`config.mk`:
```
export PLATFORM = sky130hd
export DESIGN_NAME = reg_file_8x8
export DESIGN_NICKNAME = d
export VERILOG_FILES = /design/src/rtl/reg_file_8x8.sv
export SDC_FILE = /design/constraint.sdc
export NUM_CORES = 1
export LEC_CHECK = 0
export BUFFER_PORTS_ARGS = -buffer_cell sky130_fd_sc_hd__buf_4
export CELL_PAD_IN_SITES_DETAIL_PLACEMENT = 1
export CELL_PAD_IN_SITES_GLOBAL_PLACEMENT = 1
export CORE_AREA = 2 2 106 108
export DETAILED_ROUTE_END_ITERATION = 12
export DIE_AREA = 0 0 108 110
export PLACE_DENSITY = 0.75
export SLEW_MARGIN = 20
export SYNTH_ARGS = -nofsm -noshare
export SYNTH_HDL_FRONTEND = slang
export SYNTH_SLANG_ARGS = --single-unit
```
`constraint.sdc`:
```
create_clock -name CLK -period 1.3 [get_ports CLK]
set_input_delay 0.26 -clock CLK [delete_from_list [all_inputs] [get_ports CLK]]
set_output_delay 0.26 -clock CLK [all_outputs]
set_load 0.03 [all_outputs]
```
`src/rtl/reg_file_8x8.sv`:
```
// 8x8 register file: one write port, two registered read ports; reads see pre-edge contents.
// Latency 1 cycle on reads; no backpressure (every edge accepts WRITE/READ). Optional REG_FILE_BYPASS_EN forwards same-edge write data.
// Asynchronous active-low RESETN clears storage, outputs and VALID immediately.
module reg_file_8x8 #(
    parameter int DATA_W = 8,
    parameter int ADDR_W = 3
) (
    input  logic              CLK,
    input  logic              RESETN,
    input  logic [DATA_W-1:0] IN,
    input  logic [ADDR_W-1:0] INADDRESS,
    input  logic              WRITE,
    input  logic              READ,
    input  logic [ADDR_W-1:0] OUT1ADDRESS,
    input  logic [ADDR_W-1:0] OUT2ADDRESS,
    output logic [DATA_W-1:0] OUT1,
    output logic [DATA_W-1:0] OUT2,
    output logic              VALID
);

    localparam int DEPTH = 2**ADDR_W;

    logic [DATA_W-1:0] regs [DEPTH];
    logic [DATA_W-1:0] rd1_dat;
    logic [DATA_W-1:0] rd2_dat;

    always_comb begin
        rd1_dat = regs[OUT1ADDRESS];
        rd2_dat = regs[OUT2ADDRESS];
`ifdef REG_FILE_BYPASS_EN
        // Same-edge write to the addressed register wins over stored data.
        if (WRITE && (INADDRESS == OUT1ADDRESS)) rd1_dat = IN;
        if (WRITE && (INADDRESS == OUT2ADDRESS)) rd2_dat = IN;
`endif
    end

    always_ff @(posedge CLK or negedge RESETN) begin
        if (!RESETN) begin
            regs  <= '{default: '0};
            OUT1  <= '0;
            OUT2  <= '0;
            VALID <= 1'b0;
        end else begin
            if (WRITE) regs[INADDRESS] <= IN;
            if (READ) begin
                OUT1 <= rd1_dat;
                OUT2 <= rd2_dat;
            end
            VALID <= READ;
        end
    end

endmodule
```
Word level (Yosys, flattened, before mapping)
Index checks and enable logic that the tools add are counted.
{"block": "totals", "ff_bits": 81, "in_bits": 21, "output_inout_bits": 17, "word_cells": 28}
{"block": "classes", "magnitude_cmp": 4, "mux": 9, "bitwise_logic": 3, "n_reduce_logical": 1}
{"op": "bitwise mux 64 bit", "count": 1}
{"op": "binary-select mux 8 bit (select 3 bit)", "count": 2}
{"op": "2-to-1 mux 8 bit", "count": 5}
{"op": "demux 8 bit (select 3 bit)", "count": 1}
{"op": ">= comparator 4 bit, second input constant", "count": 3}
{"op": "NOT 3 -> 4 bit", "count": 3}
{"op": "< comparator 4 x 1 -> 1 bit, second input constant", "count": 1}
{"op": "logical AND 1 bit", "count": 1}

Longest topological paths before layout
Gate-level depths: netlist of run 1.
{"block": "logic_depth", "ltp_word": 6, "ltp_mapped": 5, "mapped_depth_nobuf": 3}

Least setup slack after synthesis of run 1
Ideal clock, no wire load.
{"block": "synth_timing", "path_type": "input to register", "from": "in INADDRESS[0]", "to": "reg regs[24] in the netlist's numbering", "setup_time_ns": 0.125, "arrival_ns": 1.242, "required_time_ns": 1.175, "slack_ns": -0.067, "stages": 4, "n_path_buf": 1, "path_cell_list": "buf_6 -> nand2b_4 -> nor3b_4 -> mux2_2"}
{"block": "synth_between", "elab_chain_cells": 6, "elab_cells_between_ends": 7, "cone_classes": "2 x order compare; 3 x mux; 1 x bitwise; 1 x reduce/logical"}
{"element": "from (decl)", "line_no": "11", "source": "input logic [ADDR_W-1:0] INADDRESS,"}
{"element": "NOT 3 -> 4 bit (not written as such) (*)", "line_no": "44", "source": "if (WRITE) regs[INADDRESS] <= IN;"}
{"element": ">= comparator 4 bit (not written as such) / < comparator 4 x 1 -> 1 bit (equally long branches)", "line_no": "44"}
{"element": "logical AND 1 bit (not written as such)", "line_no": "44"}
{"element": "2-to-1 mux 8 bit (not written as such)", "line_no": "44"}
{"element": "demux 8 bit (select 3 bit) (*)", "line_no": "44"}
{"element": "bitwise mux 64 bit (*)", "line_no": "44"}
{"element": "to (signal assigned)", "line_no": "39", "source": "regs <= '{default: '0};"}
{"element": "to (signal, indexed assignment)", "line_no": "44"}
{"element": "to (decl)", "line_no": "23", "source": "logic [DATA_W-1:0] regs [DEPTH];"}
Every way passes the cells marked *; elsewhere a longest branch is shown, timed or not.
A chain may end at the register's enable or synchronous reset.

Worst setup path after layout of run 1
{"block": "layout_timing", "from": "reg OUT1[7]", "to": "out OUT1[7]"}
{"element": "from (decl)", "line_no": "16", "source": "output logic [DATA_W-1:0] OUT1,"}
{"element": "from (signal assigned)", "line_no": "46", "source": "OUT1 <= rd1_dat;"}
No word-level cell between the ends.

==> out/results.ini, run 1 <==
[power_and_ir_drop]
seq_power_share=0.482
p_sw_frac=0.293
cellInternalPower_mw=5.05
p_sw_mw=2.10
pwr-share-comb=0.248
vdd_ir_drop_max_v=0.000634
p_total_mw=7.15
power_density_nw_per_um2=1410
clkPwrFrac=0.271
leakage_nw=2.32

[final_layout]
antenna_cells=0
nets=406
final_cell_area_um2=5060
area_growth_pct=20.4
drive_gt1_frac=0.384
stdcell_count=528
final_util=0.473

[worst_hold_path]
min_path_type=in -> reg
min_path_cells=2

[clock_tree]
cts_setup_buffers=0
cts_made_buffers=9
cts_root_buf=clkbuf_8
post_cts_resized=0
clockBufferDepth=2
cts.sink_count=81
clock_latency_ps=350
htreeDepth=3
clk_pin_slew_worst_paths_ps=80
tritoncts=yes

[setup_path]
path_buf_inv=1
critPathCaptureType=primary output
cpLargestDelayFamily=flip-flops
crit_path_max_fanout=2
cp_slowest_stage_delay_ps=410
crit_path_start_kind=register
cp_data_required_time_ps=1040
slowest_stage=dfrtp_1
critPathKind=reg -> out
arrival_ps=930
worstPathCellList=buf_4
cp_num_cells=1
reg2reg_depth=3

[placement]
numPortBuffers=37
finalWeightedCongestion=0.829
placedInstanceArea_um2=4850
pre_cts_ws_ps=-234
place_hpwl_um=7560
placed_cells=513

[sta]
hold_viol_final=0
timing.hold.ws_ps=214
finalSetupTns_ps=0
setup_viol=0
min_period_ps=1190
fin_skew_ps=6.44
rsz0062_at_grt=false
period_share=0.917
slew_violations=0
fmax_ghz=0.839
layout_setup_ws_ps=108
slew_headroom=0.589
worst_pin_slew_ps=617

[die]
coreArea_um2=10700
io-pin-count=38
initial_utilization=0.393
die_w_um=108
dieArea_um2=11900
die_y_um=110
std_cell_rows=38

[detailed_routing]
vias=2963
ant_nets=0
drc_errors=0
wl_per_cell_um=21.0
via_per_inst=5.61
wl_um=11100
drt_iter0_drc=113
firstDrtPassIters=4

[synthesis]
synth_flop_cell=dfrtp_1
synth_area_per_cell_um2=12.8
yosysWarnings=0
synth_area_um2=4200
synth_cell_types=22
syn_inst=328
synth_edf_count=0
synth_nets=349
yosysSeqAreaShare=0.482
ys_ff_latch=81
ys_async_sr_fraction=1.00

[global_route]
use_met3=0.0235
antenna_found_initial=0
use_met1=0.267
grt_pass1_vias=3177
grt_pass1_wl_um=17600
grt_use_total=0.201
overflow=0
grt_max_degree=41
met2_usage=0.349
top_usage_layer=met2

[flow_run]
drv_cap=0

[run_status]
status=complete, no violations

cell families after synthesis:
group | count (synthesis) | synth area share
DFF | 81 | 0.482
AOI/OAI and AO/OA | 48 | 0.100
and+or+nand+nor | 64 | 0.101
buffers and inverters | 23 | 0.0307
muxes | 112 | 0.286
worst reg2reg max path, stage by stage, from the launching register on:
cell and delay [ps]:
dfrtp_1 410, nor2b_1 140, a211o_1 250, a41o_1 250
power groups by stage:
stage	clock [mW]	combinational, mW	sequential [mW]
after floorplan	0	1.06	3.54
after global placement	0	1.72	3.46
after detailed placement	0	1.78	3.49
after CTS	2.00	1.79	3.44
after global routing	2.09	1.91	3.52
final	1.94	1.77	3.44
Yosys cell counts, types with 2 or more instances:
cell,n,area (µm²)
a211o_1,16,140
a22oi_1,16,120
a41o_1,16,160
buf_1,2,7.51
buf_2,7,35.0
buf_4,7,52.6
clkbuf_1,6,22.5
dfrtp_1,81,2030
mux2_2,64,721
mux2i_1,48,480
nand2b_1,2,12.5
nand3_1,16,80.1
nand4b_1,3,26.3
nor2_1,2,7.51
nor2b_1,34,213
nor3b_4,2,37.5
cells in the final DEF (no fill, tap or decap), drive strengths merged:
cell / n
mux2: 64
dlygate4sd3: 1
dfrtp: 81
bufinv: 2
nand3: 16
a41o: 16
nand2: 1
mux2i: 48
nand2b: 3
nand4b: 3
a22oi: 16
buf: 68
nor3: 2
clkbuf: 11
clkinvlp: 1
nor2: 2
a211o: 16
nand4: 1
nor2b: 34
nor3b: 2
state kept, by name, indices dropped and copies added (netlist names):
name,flops
OUT1,8
VALID,1
OUT2,8
regs,64
final timing paths:
path,end,startpoint,slack (ps)
setup / recovery,OUT1[7],OUT1[7],110
hold / removal,regs[14],IN[6],210
setup reg to reg,OUT1[6],regs[30],150
hold reg to reg,regs[26],regs[26],520
max in group asynchronous,regs[17],RESETN,440
min in group asynchronous,regs[35],RESETN,380
layout make-up:
type	count	area, µm²
Tap cell	140	175
Multi-Input combinational cell	224	2050
Timing Repair Buffer	69	608
Clock buffer	11	131
Clock inverter	3	67.6
Fill cell	1098	5630
Sequential cell	81	2030
layer usage:
layer | share of wire | vias to the layer above
met1 | 0.45 | 1541
li1 | - | 1350
met2 | 0.50 | 62
met3 | 0.038 | 10
met5 | 0 | -
met4 | 0.013 | 0
repair_timing:
item                                    4_1_cts  5_1_grt
hold buffers                                  1        0
endpoints found under the hold margin        23        0
endpoints found under the setup margin        0        0
Power figures use the tool's default switching activity.
==> inputs of run 2 (changes only) <==
- ABC_AREA: default -> 1
- CORE_AREA: 2 2 106 108 -> 2 2 107 109
- DIE_AREA: 0 0 108 110 -> 0 0 109 111
- GPL_ROUTABILITY_DRIVEN: default -> 0
- PLACE_DENSITY: 0.75 -> 0.83
==> out/results.ini, run 2 <==
[final_layout]
stdcell_count=796
multi_input_area_um2=1790
final_common_cell=nand2_1
largest_reg_flops=64
layout_common_cells=nand2_1 (231), nand3_1 (113), inv_1 (83)
nets=669
antenna_cells=0
area_growth_pct=18.5
final_cell_area_um2=5120
largest_registers=regs (64), OUT1 (8), OUT2 (8)
top_register=regs
fillers=1405
drive_gt1_frac=0.116
final_util=0.462
regArea_um2=2030

[setup_path]
crit_path_start_kind=register
critPathLaunch=OUT1[2]
rrSetupSlack_ps=200
arrival_ps=970
critPathCaptureType=primary output
critPathKind=reg -> out
cp_slowest_stage_delay_ps=430
path_buf_inv=1
cp_data_required_time_ps=1040
worstPathCellList=buf_4
crit_path_max_fanout=2
cpLargestDelayFamily=flip-flops
r2r_end=OUT2[5]
reg2reg_depth=6
slowest_stage=dfrtp_1
crit-reg2reg-launch=regs[21]
cp_num_cells=1

[synthesis]
synth_area_leaders=dfrtp_1 (47%), nand2_1 (20%), nand3_1 (13%), o21ai_0 (7.4%), inv_1 (7.2%)
synth-simple-area-share=0.340
synth_top_area_cell=dfrtp_1
synth_edf_count=0
ys_async_sr_fraction=1.00
synthMuxAreaShare=0
synth_fa_ha_area_frac=0
synthTopCellsByCount=nand2_1 (231), nand3_1 (113), inv_1 (83)
synth_top_area_share=0.469
synth_most_common_cell=nand2_1
yosysSeqAreaShare=0.469
ys_ff_latch=81
yosysWarnings=0
syn_inst=610
synth_nets=631
synth_area_um2=4320
synth_area_per_cell_um2=7.08
synth_xor_area_frac=0
synth_flop_cell=dfrtp_1
synth_top_family_by_area=simple AND/OR/NAND/NOR gates
synth_compound_area_frac=0.0742
synth_cell_types=13

[detailed_routing]
vias=4256
ant_nets=0
firstDrtPassIters=6
met2_length_um=6880
wl_met1_um=6620
wl_per_cell_um=18.7
wl_um=14900
via_per_inst=5.35
highest_layer=met4
drt_iter0_drc=345
dr_wl_met3_um=750
drc_errors=0

[clock_tree]
htreeDepth=3
clk_pin_slew_worst_paths_ps=60
cts.sink_count=81
tritoncts=yes
ctsHoldBuffers=1
clock_latency_ps=350
cts_setup_buffers=0
post_cts_resized=0
cts_root_buf=clkbuf_16
cts_made_buffers=9
clockBufferDepth=2

[die]
coreArea_um2=11100
io-pin-count=38
die_w_um=109
die_y_um=111
std_cell_rows=39
initial_utilization=0.390
dieArea_um2=12100

[run_status]
status=complete, no violations

[placement]
pre_cts_ws_ps=23.6
place_hpwl_um=10300
placedInstanceArea_um2=4800
numPortBuffers=37
placed_cells=779

[sta]
worst_pin_slew_ps=511
fmax_ghz=0.811
finalSetupTns_ps=0
min_period_ps=1230
rsz0062_at_grt=false
setup_viol=0
fin_skew_ps=7.92
period_share=0.948
slew_violations=0
hold_viol_final=0
slew_headroom=0.659
timing.hold.ws_ps=131
layout_setup_ws_ps=67.3

[power_and_ir_drop]
p_total_mw=7.86
leakage_nw=2.74
vdd_ir_drop_max_v=0.000572
power_density_nw_per_um2=1540

[global_route]
grt_pass1_vias=4429
antenna_found_initial=0
overflow=0
grt_pass1_wl_um=23800
grt_max_degree=82
grt_use_total=0.261

[worst_hold_path]
min_path_cells=3
hold_end=regs[2]
min_path_type=in -> reg
min-delay-start=IN[2]

[flow_run]
drv_cap=0

==> run 2: changes by cell type after synthesis, moves of 48 or more <==
cell,delta
o21ai_0,+64
nand3_1,+97
nand2_1,+230
inv_1,+83
mux2i_1,-48
mux2_2,-64
==> run 2: power breakdown <==
group | internal (mW) | switching (mW) | total (mW)
registers | 2.97 | 0.266 | 3.24
logic | 0.621 | 1.26 | 1.88
clock network | 1.67 | 1.07 | 2.74
==> run 2: how the worst max path moves through the flow <==
stage / endpoint
floorplan: OUT1[5]
global placement: OUT1[2]
detailed placement: regs[26]
CTS: OUT1[2]
global route: OUT1[2]
finish: OUT1[2]
==> run 2: final cells by class <==
cell class | count | area share
Timing Repair Buffer | 60 | 0.0983
Inverter | 83 | 0.0609
Sequential cell | 81 | 0.396
Multi-Input combinational cell | 413 | 0.349
Tap cell | 143 | 0.0350
Clock inverter | 6 | 0.0161
Clock buffer | 10 | 0.0447
==> run 2: cells by family (layout without fill, tap and decap cells) <==
kind of cell	after synthesis	in the layout
buffers and inverters	116	159
AO/OA/AOI/OAI	64	64
flip-flops	81	81
AND/OR/NAND/NOR	349	349
==> run 2: metal layers <==
layer	up-vias	track usage
met5	-	0
met4	0	0.133
met3	42	0.0376
met2	156	0.402
met1	2076	0.355
li1	1982	-
==> inputs of run 3 (changes only) <==
- CORE_AREA: 2 2 107 109 -> 2 2 104 106
- DIE_AREA: 0 0 109 111 -> 0 0 106 108
- PLACE_DENSITY: 0.83 -> 0.87
==> out/results.ini, run 3 (synthesized netlist as in run 2, its figures left out) <==
[sta]
min_period_ps=1230
hold_viol_final=0
fin_skew_ps=8.18
setup_viol=0
slew_violations=0
fmax_ghz=0.812
period_share=0.948
slew_headroom=0.679
worst_pin_slew_ps=480
timing.hold.ws_ps=120
rsz0062_at_grt=false

[final_layout]
largest_reg_flops=64
fillers=1313
antenna_cells=0
area_growth_pct=15.6
layout_common_cells=nand2_1 (231), nand3_1 (113), inv_1 (83)
stdcell_count=786
regArea_um2=2030
top_register=regs
nets=667
final_util=0.488
multi_input_area_um2=1790
final_common_cell=nand2_1
final_cell_area_um2=4990
largest_registers=regs (64), OUT1 (8), OUT2 (8)
drive_gt1_frac=0.112

[power_and_ir_drop]
seq_power_share=0.466
power_density_nw_per_um2=1400
p_sw_mw=2.40
p_total_mw=6.97
pwr-share-comb=0.265
vdd_ir_drop_max_v=0.000457
leakage_nw=2.68
clkPwrFrac=0.269
cellInternalPower_mw=4.57
p_sw_frac=0.344

[die]
initial_utilization=0.422
die_y_um=108
coreArea_um2=10200
std_cell_rows=37
die_w_um=106
dieArea_um2=11400
io-pin-count=38

[global_route]
grt_max_degree=39
grt_pass1_wl_um=23200
grt_use_total=0.267
overflow=0
grt_pass1_vias=4370
antenna_found_initial=0

[detailed_routing]
drt_iter0_drc=341
wl_per_cell_um=18.0
highest_layer=met4
wl_um=14200
ant_nets=0
met2_length_um=6630
firstDrtPassIters=5
drc_errors=0
vias=4219
wl_met1_um=6470
via_per_inst=5.37
dr_wl_met3_um=821

[setup_path]
slowest_stage=dfrtp_1
cp_data_required_time_ps=1040
crit_path_start_kind=register
critPathCaptureType=primary output
cp_slowest_stage_delay_ps=420
cpLargestDelayFamily=flip-flops
worstPathCellList=buf_4
arrival_ps=970
path_buf_inv=1
critPathKind=reg -> out
crit_path_max_fanout=2

[placement]
placedInstanceArea_um2=4790
placed_cells=770
numPortBuffers=37
place_hpwl_um=10400

[clock_tree]
tritoncts=yes
clk_pin_slew_worst_paths_ps=80
cts_made_buffers=9
htreeDepth=3
clock_latency_ps=360
cts_setup_buffers=0
cts_root_buf=clkbuf_8
clockBufferDepth=2
cts.sink_count=81

[flow_run]
drv_cap=0

[worst_hold_path]
min_path_type=in -> reg

[run_status]
status=complete, no violations

run 3: cell types whose count changed in the layout (fill, tap and decap cells not counted), sizes merged:
| cell | previous run | this run |
|---|---|---|
| clkbuf | 10 | 12 |
| buf | 59 | 57 |
| clkinv | 3 | 2 |
| bufinv | 2 | 1 |
| clkinvlp | 1 | 0 |
run 3: layout make-up:
class / instances / share of cell area
flip-flops and latches: 81 / 0.406
clock buffers: 12 / 0.0311
inverters: 83 / 0.0624
clock inverters: 3 / 0.00802
multi-input cells: 413 / 0.358
repair buffers: 58 / 0.100
well taps: 136 / 0.0341
run 3: repair_timing:
action | CTS | global route
gates resized for setup | 0 | 0
hold buffers | 1 | 0
endpoints found under the hold margin | 81 | 0
run 3: per-layer routing:
metal  GRT usage  vias up
met5           0        -
met4      0.0921        0
met3      0.0464       20
met2       0.439      121
met1       0.357     2106
li1            -     1972
run 3: worst min-delay path: cells and delay by family:
kind | cells | cell delay (ps)
buffers and inverters | 1 | 80
AOI/OAI and AO/OA | 1 | 60
and+or+nand+nor | 1 | 40
run 3: power by group through the flow:
stage | combinational, mW | sequential, mW | clock, mW
floorplan | 1.04 | 3.34 | 0
global placement | 1.74 | 3.25 | 0
detailed placement | 1.83 | 3.29 | 0
CTS | 1.85 | 3.24 | 1.92
global route | 2.08 | 3.30 | 2.03
finish | 1.85 | 3.25 | 1.88
run 3: path summary, 6_finish.rpt:
kind	start	to	slack, ps	depth (start not counted)
max	OUT2[7]	OUT2[7]	70	1
min	IN[5]	regs[5]	120	3
max reg2reg	regs[21]	OUT1[5]	250	6
min reg2reg	regs[39]	regs[39]	490	2
max in group asynchronous	RESETN	regs[60]	590	3
min in group asynchronous	RESETN	regs[8]	270	2
run 3: metrics by stage:
stage          setup TNS [ps]  setup WS, ps
2_1_floorplan               0           216
3_3_place_gp                0          83.6
3_5_place_dp            -5.55         -5.55
4_1_cts                     0          61.1
5_1_grt                     0          49.4
6_report                    0          68.1
